[src/rtl/bus_rsp_queue.sv]
// In-order response queue between the snooping bus and the Dcache fill ports.
// Slots are allocated at bus grant, filled by core or Dmem, drained in allocation order.
module bus_rsp_queue #(
  parameter int Q_NUM  = 8,
  parameter int PTR_W  = 3,
  parameter int DATA_W = 64,
  parameter int CORE_W = 1
) (
  input  logic              clk,
  input  logic              rst,
  input  logic              alloc_vld_i,
  input  logic [CORE_W-1:0] alloc_core_i,
  input  logic [63:0]       alloc_addr_i,
  output logic              alloc_rdy_o,
  output logic [PTR_W-1:0]  alloc_ptr_o,
  input  logic              core_fill_vld_i,
  input  logic [PTR_W-1:0]  core_fill_ptr_i,
  input  logic [DATA_W-1:0] core_fill_data_i,
  input  logic              mem_fill_vld_i,
  input  logic [PTR_W-1:0]  mem_fill_ptr_i,
  input  logic [DATA_W-1:0] mem_fill_data_i,
  output logic              wb_vld_o,
  output logic [63:0]       wb_addr_o,
  output logic [DATA_W-1:0] wb_data_o,
  output logic              deq_vld_o,
  output logic [CORE_W-1:0] deq_core_o,
  output logic [63:0]       deq_addr_o,
  output logic [DATA_W-1:0] deq_data_o,
  input  logic              deq_ack_i,
  output logic [PTR_W:0]    count_o,
  output logic              err_o
);

  logic [PTR_W:0]    head_q, head_d, tail_q, tail_d;
  logic [Q_NUM-1:0]  wait_q, wait_d, rdy_q, rdy_d;
  logic              err_q, err_d;
  logic [CORE_W-1:0] core_q [Q_NUM];
  logic [63:0]       addr_q [Q_NUM];
  logic [DATA_W-1:0] data_q [Q_NUM];
  logic              wb_vld_q;
  logic [63:0]       wb_addr_q;
  logic [DATA_W-1:0] wb_data_q;

  logic [PTR_W-1:0] head_idx, tail_idx;
  logic full, empty, alloc_fire, core_ok, mem_ok, fill_err, deq_fire;

  assign head_idx = head_q[PTR_W-1:0];
  assign tail_idx = tail_q[PTR_W-1:0];
  assign full  = (head_q[PTR_W] != tail_q[PTR_W]) && (head_idx == tail_idx);
  assign empty = (head_q[PTR_W] == tail_q[PTR_W]) && (head_idx == tail_idx);

  assign alloc_fire = alloc_vld_i && !full;
  assign core_ok    = core_fill_vld_i && wait_q[core_fill_ptr_i];
  // Owner core holds the freshest copy, so a colliding mem fill is silently dropped.
  assign mem_ok     = mem_fill_vld_i && wait_q[mem_fill_ptr_i] &&
                      !(core_ok && (mem_fill_ptr_i == core_fill_ptr_i));
  assign fill_err   = (core_fill_vld_i && !wait_q[core_fill_ptr_i]) ||
                      (mem_fill_vld_i && !wait_q[mem_fill_ptr_i]);
  assign deq_fire   = deq_vld_o && deq_ack_i;

  always_comb begin
    wait_d = wait_q;
    rdy_d  = rdy_q;
    if (alloc_fire) wait_d[tail_idx] = 1'b1;
    if (core_ok) begin
      wait_d[core_fill_ptr_i] = 1'b0;
      rdy_d[core_fill_ptr_i]  = 1'b1;
    end
    if (mem_ok) begin
      wait_d[mem_fill_ptr_i] = 1'b0;
      rdy_d[mem_fill_ptr_i]  = 1'b1;
    end
    if (deq_fire) rdy_d[head_idx] = 1'b0;
  end

  assign head_d = head_q + {{PTR_W{1'b0}}, deq_fire};
  assign tail_d = tail_q + {{PTR_W{1'b0}}, alloc_fire};
  assign err_d  = err_q || fill_err || (alloc_vld_i && full);

  always_ff @(posedge clk) begin
    if (rst) begin
      head_q    <= '0;
      tail_q    <= '0;
      wait_q    <= '0;
      rdy_q     <= '0;
      err_q     <= 1'b0;
      wb_vld_q  <= 1'b0;
      wb_addr_q <= '0;
      wb_data_q <= '0;
      for (int i = 0; i < Q_NUM; i++) begin
        core_q[i] <= '0;
        addr_q[i] <= '0;
        data_q[i] <= '0;
      end
    end else begin
      head_q   <= head_d;
      tail_q   <= tail_d;
      wait_q   <= wait_d;
      rdy_q    <= rdy_d;
      err_q    <= err_d;
      wb_vld_q <= core_ok;
      if (core_ok) begin
        wb_addr_q               <= addr_q[core_fill_ptr_i];
        wb_data_q               <= core_fill_data_i;
        data_q[core_fill_ptr_i] <= core_fill_data_i;
      end
      if (mem_ok) data_q[mem_fill_ptr_i] <= mem_fill_data_i;
      if (alloc_fire) begin
        core_q[tail_idx] <= alloc_core_i;
        addr_q[tail_idx] <= alloc_addr_i;
      end
    end
  end

  assign alloc_rdy_o = !full;
  assign alloc_ptr_o = tail_idx;
  assign wb_vld_o    = wb_vld_q;
  assign wb_addr_o   = wb_addr_q;
  assign wb_data_o   = wb_data_q;
  assign deq_vld_o   = !empty && rdy_q[head_idx];
  assign deq_core_o  = core_q[head_idx];
  assign deq_addr_o  = addr_q[head_idx];
  assign deq_data_o  = data_q[head_idx];
  assign count_o     = tail_q - head_q;
  assign err_o       = err_q;

endmodule

[config.mk]
export PLATFORM = sky130hd
export DESIGN_NAME = bus_rsp_queue
export DESIGN_NICKNAME = d
export VERILOG_FILES = /design/src/rtl/bus_rsp_queue.sv
export SDC_FILE = /design/constraint.sdc
export NUM_CORES = 2
export LEC_CHECK = 0
export CAP_MARGIN = 30
export CORE_ASPECT_RATIO = 0.7
export CORE_MARGIN = 4
export CORE_UTILIZATION = 50
export DETAILED_ROUTE_END_ITERATION = 10
export PLACE_DENSITY = 0.7
export SYNTH_ARGS = -nofsm -noshare
export SYNTH_HDL_FRONTEND = slang
export SYNTH_SLANG_ARGS = --single-unit
[constraint.sdc]
create_clock -name clk -period 10.69 [get_ports clk]
set_input_delay 2.6725 -clock clk [delete_from_list [all_inputs] [get_ports clk]]
set_output_delay 2.6725 -clock clk [all_outputs]
set_load 0.01 [all_outputs]
==> flow_summary.toml <==
[timing]
min_period_ps = 7700
slew_headroom_pct = 25.4
skew_ps = 24.3
tns_ps = 0
tightest_slew_ps = 1120
max_clock_freq_ghz = 0.130
fin_crit_sh_pct = 72.0
rsz0062_at_grt = "false"
setup_violations = 0
final_max_slew_viol_count = 0
hold_viol_final = 0
whs_ps = 453

[finish]
layout-drive-gt1-share_pct = 8.03
final_nets = 5263
layout_common_cells = "edfxtp_1 (1032), and2_1 (523), nand2_1 (517), clkdlybuf4s50_1 (471), o21ai_0 (340)"
final_util_pct = 59.0
area_growth_pct = 17.2
final_area_mm2 = 0.0665
seqCellArea_mm2 = 0.0341
fill_cells = 9025
layout_commonest_cell = "edfxtp_1"
multi_input_area_mm2 = 0.0209

[logic_synthesis]
synth_seq_cells = 1186
syn_nets = 5067
synth_area_mm2 = 0.0567
syn-instance-count = 4854
synth-warning-count = 0
ys_types = 58
async_reset_ff_share_pct = 0
synth_edf_count = 1032
synth_flop_cell = "edfxtp_1"
synth-seq-area-share_pct = 60.1
synth_area_per_cell_um2 = 11.7

[critical_path]
r2r-start = "head_q[1]"
crit_path_max_incr_delay_ps = 870
crit_type = "flip-flop to primary output"
worstRegToRegCells = 8
crit_fanout = 55
start_kind = "flip-flop"
worstReg2RegEnd = "addr_q[5][42]"
cp.arrival_ps = 5030
ff2ff_setup_slack_ps = 5620
crit_top_cell = "buf_4"
end_kind = "primary output"
cp_slowest_cell = "dfxtp_4"
worst-endpoint-required_ps = 8020
cp_cell_sequence = "buf_4 > nand2_2 > buf_4 > o22ai_1 > a221oi_1 > nand2_1 > clkdlybuf4s50_1"

[clock_tree]
clock_latency_ps = 730
clkSlewWorstSetupHoldPaths_ps = 60
cts_resized = 0
root_buffer = "clkbuf_16"
clockBufferDepth = 3
cts_setup_buffers = 0
cts_hold_buf = 0
htree_levels = 3
cts_buffers = 115
cts_tree = "done"
clock_sinks = 1186

[grt]
track_usage_pct = 33.3
overflow = 0
grt_pass1_wl_mm = 292
grt_max_degree = 97
antenna_found_initial = 23
grt_pass1_vias = 42600

[routing]
drc = 0
viasPerCell = 6.59
drt_iter0_markers = 6415
wirelength_mm = 205
drt-wirelength-per-cell_um = 30.6
vias = 44100
firstDrtPassIters = 8
ant_nets = 0

[worst_hold_path]
min_to = "wb_data_o[34]"
hold_path.class = "flip-flop to flip-flop"
min_path_cells = 2
worstHoldStart = "wb_data_o[34]"

[place]
placed_cell_area_mm2 = 0.0625
hpwl_mm = 111
gp_congestion = 0.831
io_buffer_count = 472

[floorplan]
rows = 103
die_area_mm2 = 0.119
core_mm2 = 0.113
die_height_um = 290
die_w_um = 410
start_util_pct = 50.3
io_pins = 473

[job]
maxCapViolations = 0

[power_and_ir_drop]
leakagePower_nw = 22.6
peakVddDrop_v = 0.000134
p_per_area_mw_per_mm2 = 157
total_power_w = 0.0104

[run_status]
status = "finished, final reports clean"
[routing by layer]
| layer | vias up | wire length [um] | share of wire [%] | GRT usage (%) |
|---|---|---|---|---|
| met1 | 21600 | 80700 | 39 | 47.1 |
| li1 | 18800 | - | - | - |
| met3 | 498 | 27100 | 13 | 8.56 |
| met2 | 3232 | 89200 | 44 | 49.4 |
| met5 | - | 59 | 0.029 | 0 |
| met4 | 10 | 7730 | 3.8 | 13.1 |
[how the worst max path moves through the flow]
stage / startpoint / to / slack, ps / cells past startpoint
final: head_q[1] / deq_data_o[1] / 2990 / 7
after global routing: head_q[1] / deq_data_o[1] / 2960 / 7
after CTS: head_q[0] / deq_addr_o[9] / 3120 / 8
after detailed placement: core_fill_ptr_i[2] / data_q[0][15] / 3090 / 10
after global placement: core_fill_ptr_i[2] / data_q[0][15] / 3050 / 9
after floorplan: alloc_vld_i / addr_q[7][0] / 4060 / 4
[cell families after synthesis]
| family | after synthesis | synth area share, % |
|---|---|---|
| buffers and inverters | 509 | 3.72 |
| xor gates and xnor gates | 11 | 0.170 |
| and+or+nand+nor | 1432 | 12.8 |
| muxes | 267 | 4.88 |
| adders and majority gates | 8 | 0.190 |
| DFF | 1186 | 60.1 |
| AOI/OAI and AO/OA | 1441 | 18.1 |
[per-stage QoR]
stage	setup slack, ps	instances
global route	2960	6690
floorplan	4060	4854
finish	2990	6693
global placement	3050	6441
CTS	3120	6670
detailed placement	3090	6450
[flip-flops by register name, summed over array words and instances (netlist names)]
register / count
wb_vld_o: 1
addr_q: 512
rdy_q: 8
wb_addr_o: 64
data_q: 512
core_q: 8
wait_q: 8
head_q: 4
err_o: 1
tail_q: 4
wb_data_o: 64
[area by class of cell]
cell class	instances	share of cell area, %
Clock inverter	59	0.742
Timing Repair Buffer	579	8.67
Inverter	9	0.0508
Clock buffer	161	4.92
Sequential cell	1186	51.3
Tap cell	1522	2.87
Antenna cell	18	0.0678
Multi-Input combinational cell	3159	31.4
[power breakdown]
group | internal [W] | switching, W
sequential | 0.00525 | 0.000106
combinational | 0.000366 | 0.000591
clock | 0.00230 | 0.00182
total | 0.00791 | 0.00251
[worst max-delay path: cells and delay by family, from the launching register on]
kind            cells  cell delay (ps)
buf+inv             3             2020
simple gates        2             1040
flops               1              870
compound gates      2              330
[cell usage after synthesis (7+ instances only)]
library cell,number,share of area (%)
a22o_1,326,5.0
buf_1,38,0.25
buf_6,14,0.28
nand2b_1,70,0.77
o21ai_1,51,0.45
nor2b_1,77,0.85
a311oi_1,64,0.99
nand2_1,523,3.5
a21o_1,8,0.11
buf_2,43,0.38
o21ai_0,340,3.0
nor3b_1,7,0.093
edfxtp_1,1032,55
a22oi_1,75,0.99
a222oi_1,29,0.51
a221o_1,51,0.90
a221oi_1,199,3.1
nor2_1,183,1.2
clkbuf_1,394,2.6
a211oi_1,47,0.62
mux2_2,64,1.3
dfxtp_1,154,5.4
inv_1,7,0.046
and2_1,527,5.8
ha_1,7,0.15
a21oi_1,189,1.7
buf_4,11,0.15
mux2i_1,202,3.6
o22ai_1,36,0.40
No activity file was read; power rests on OpenSTA's default activity.
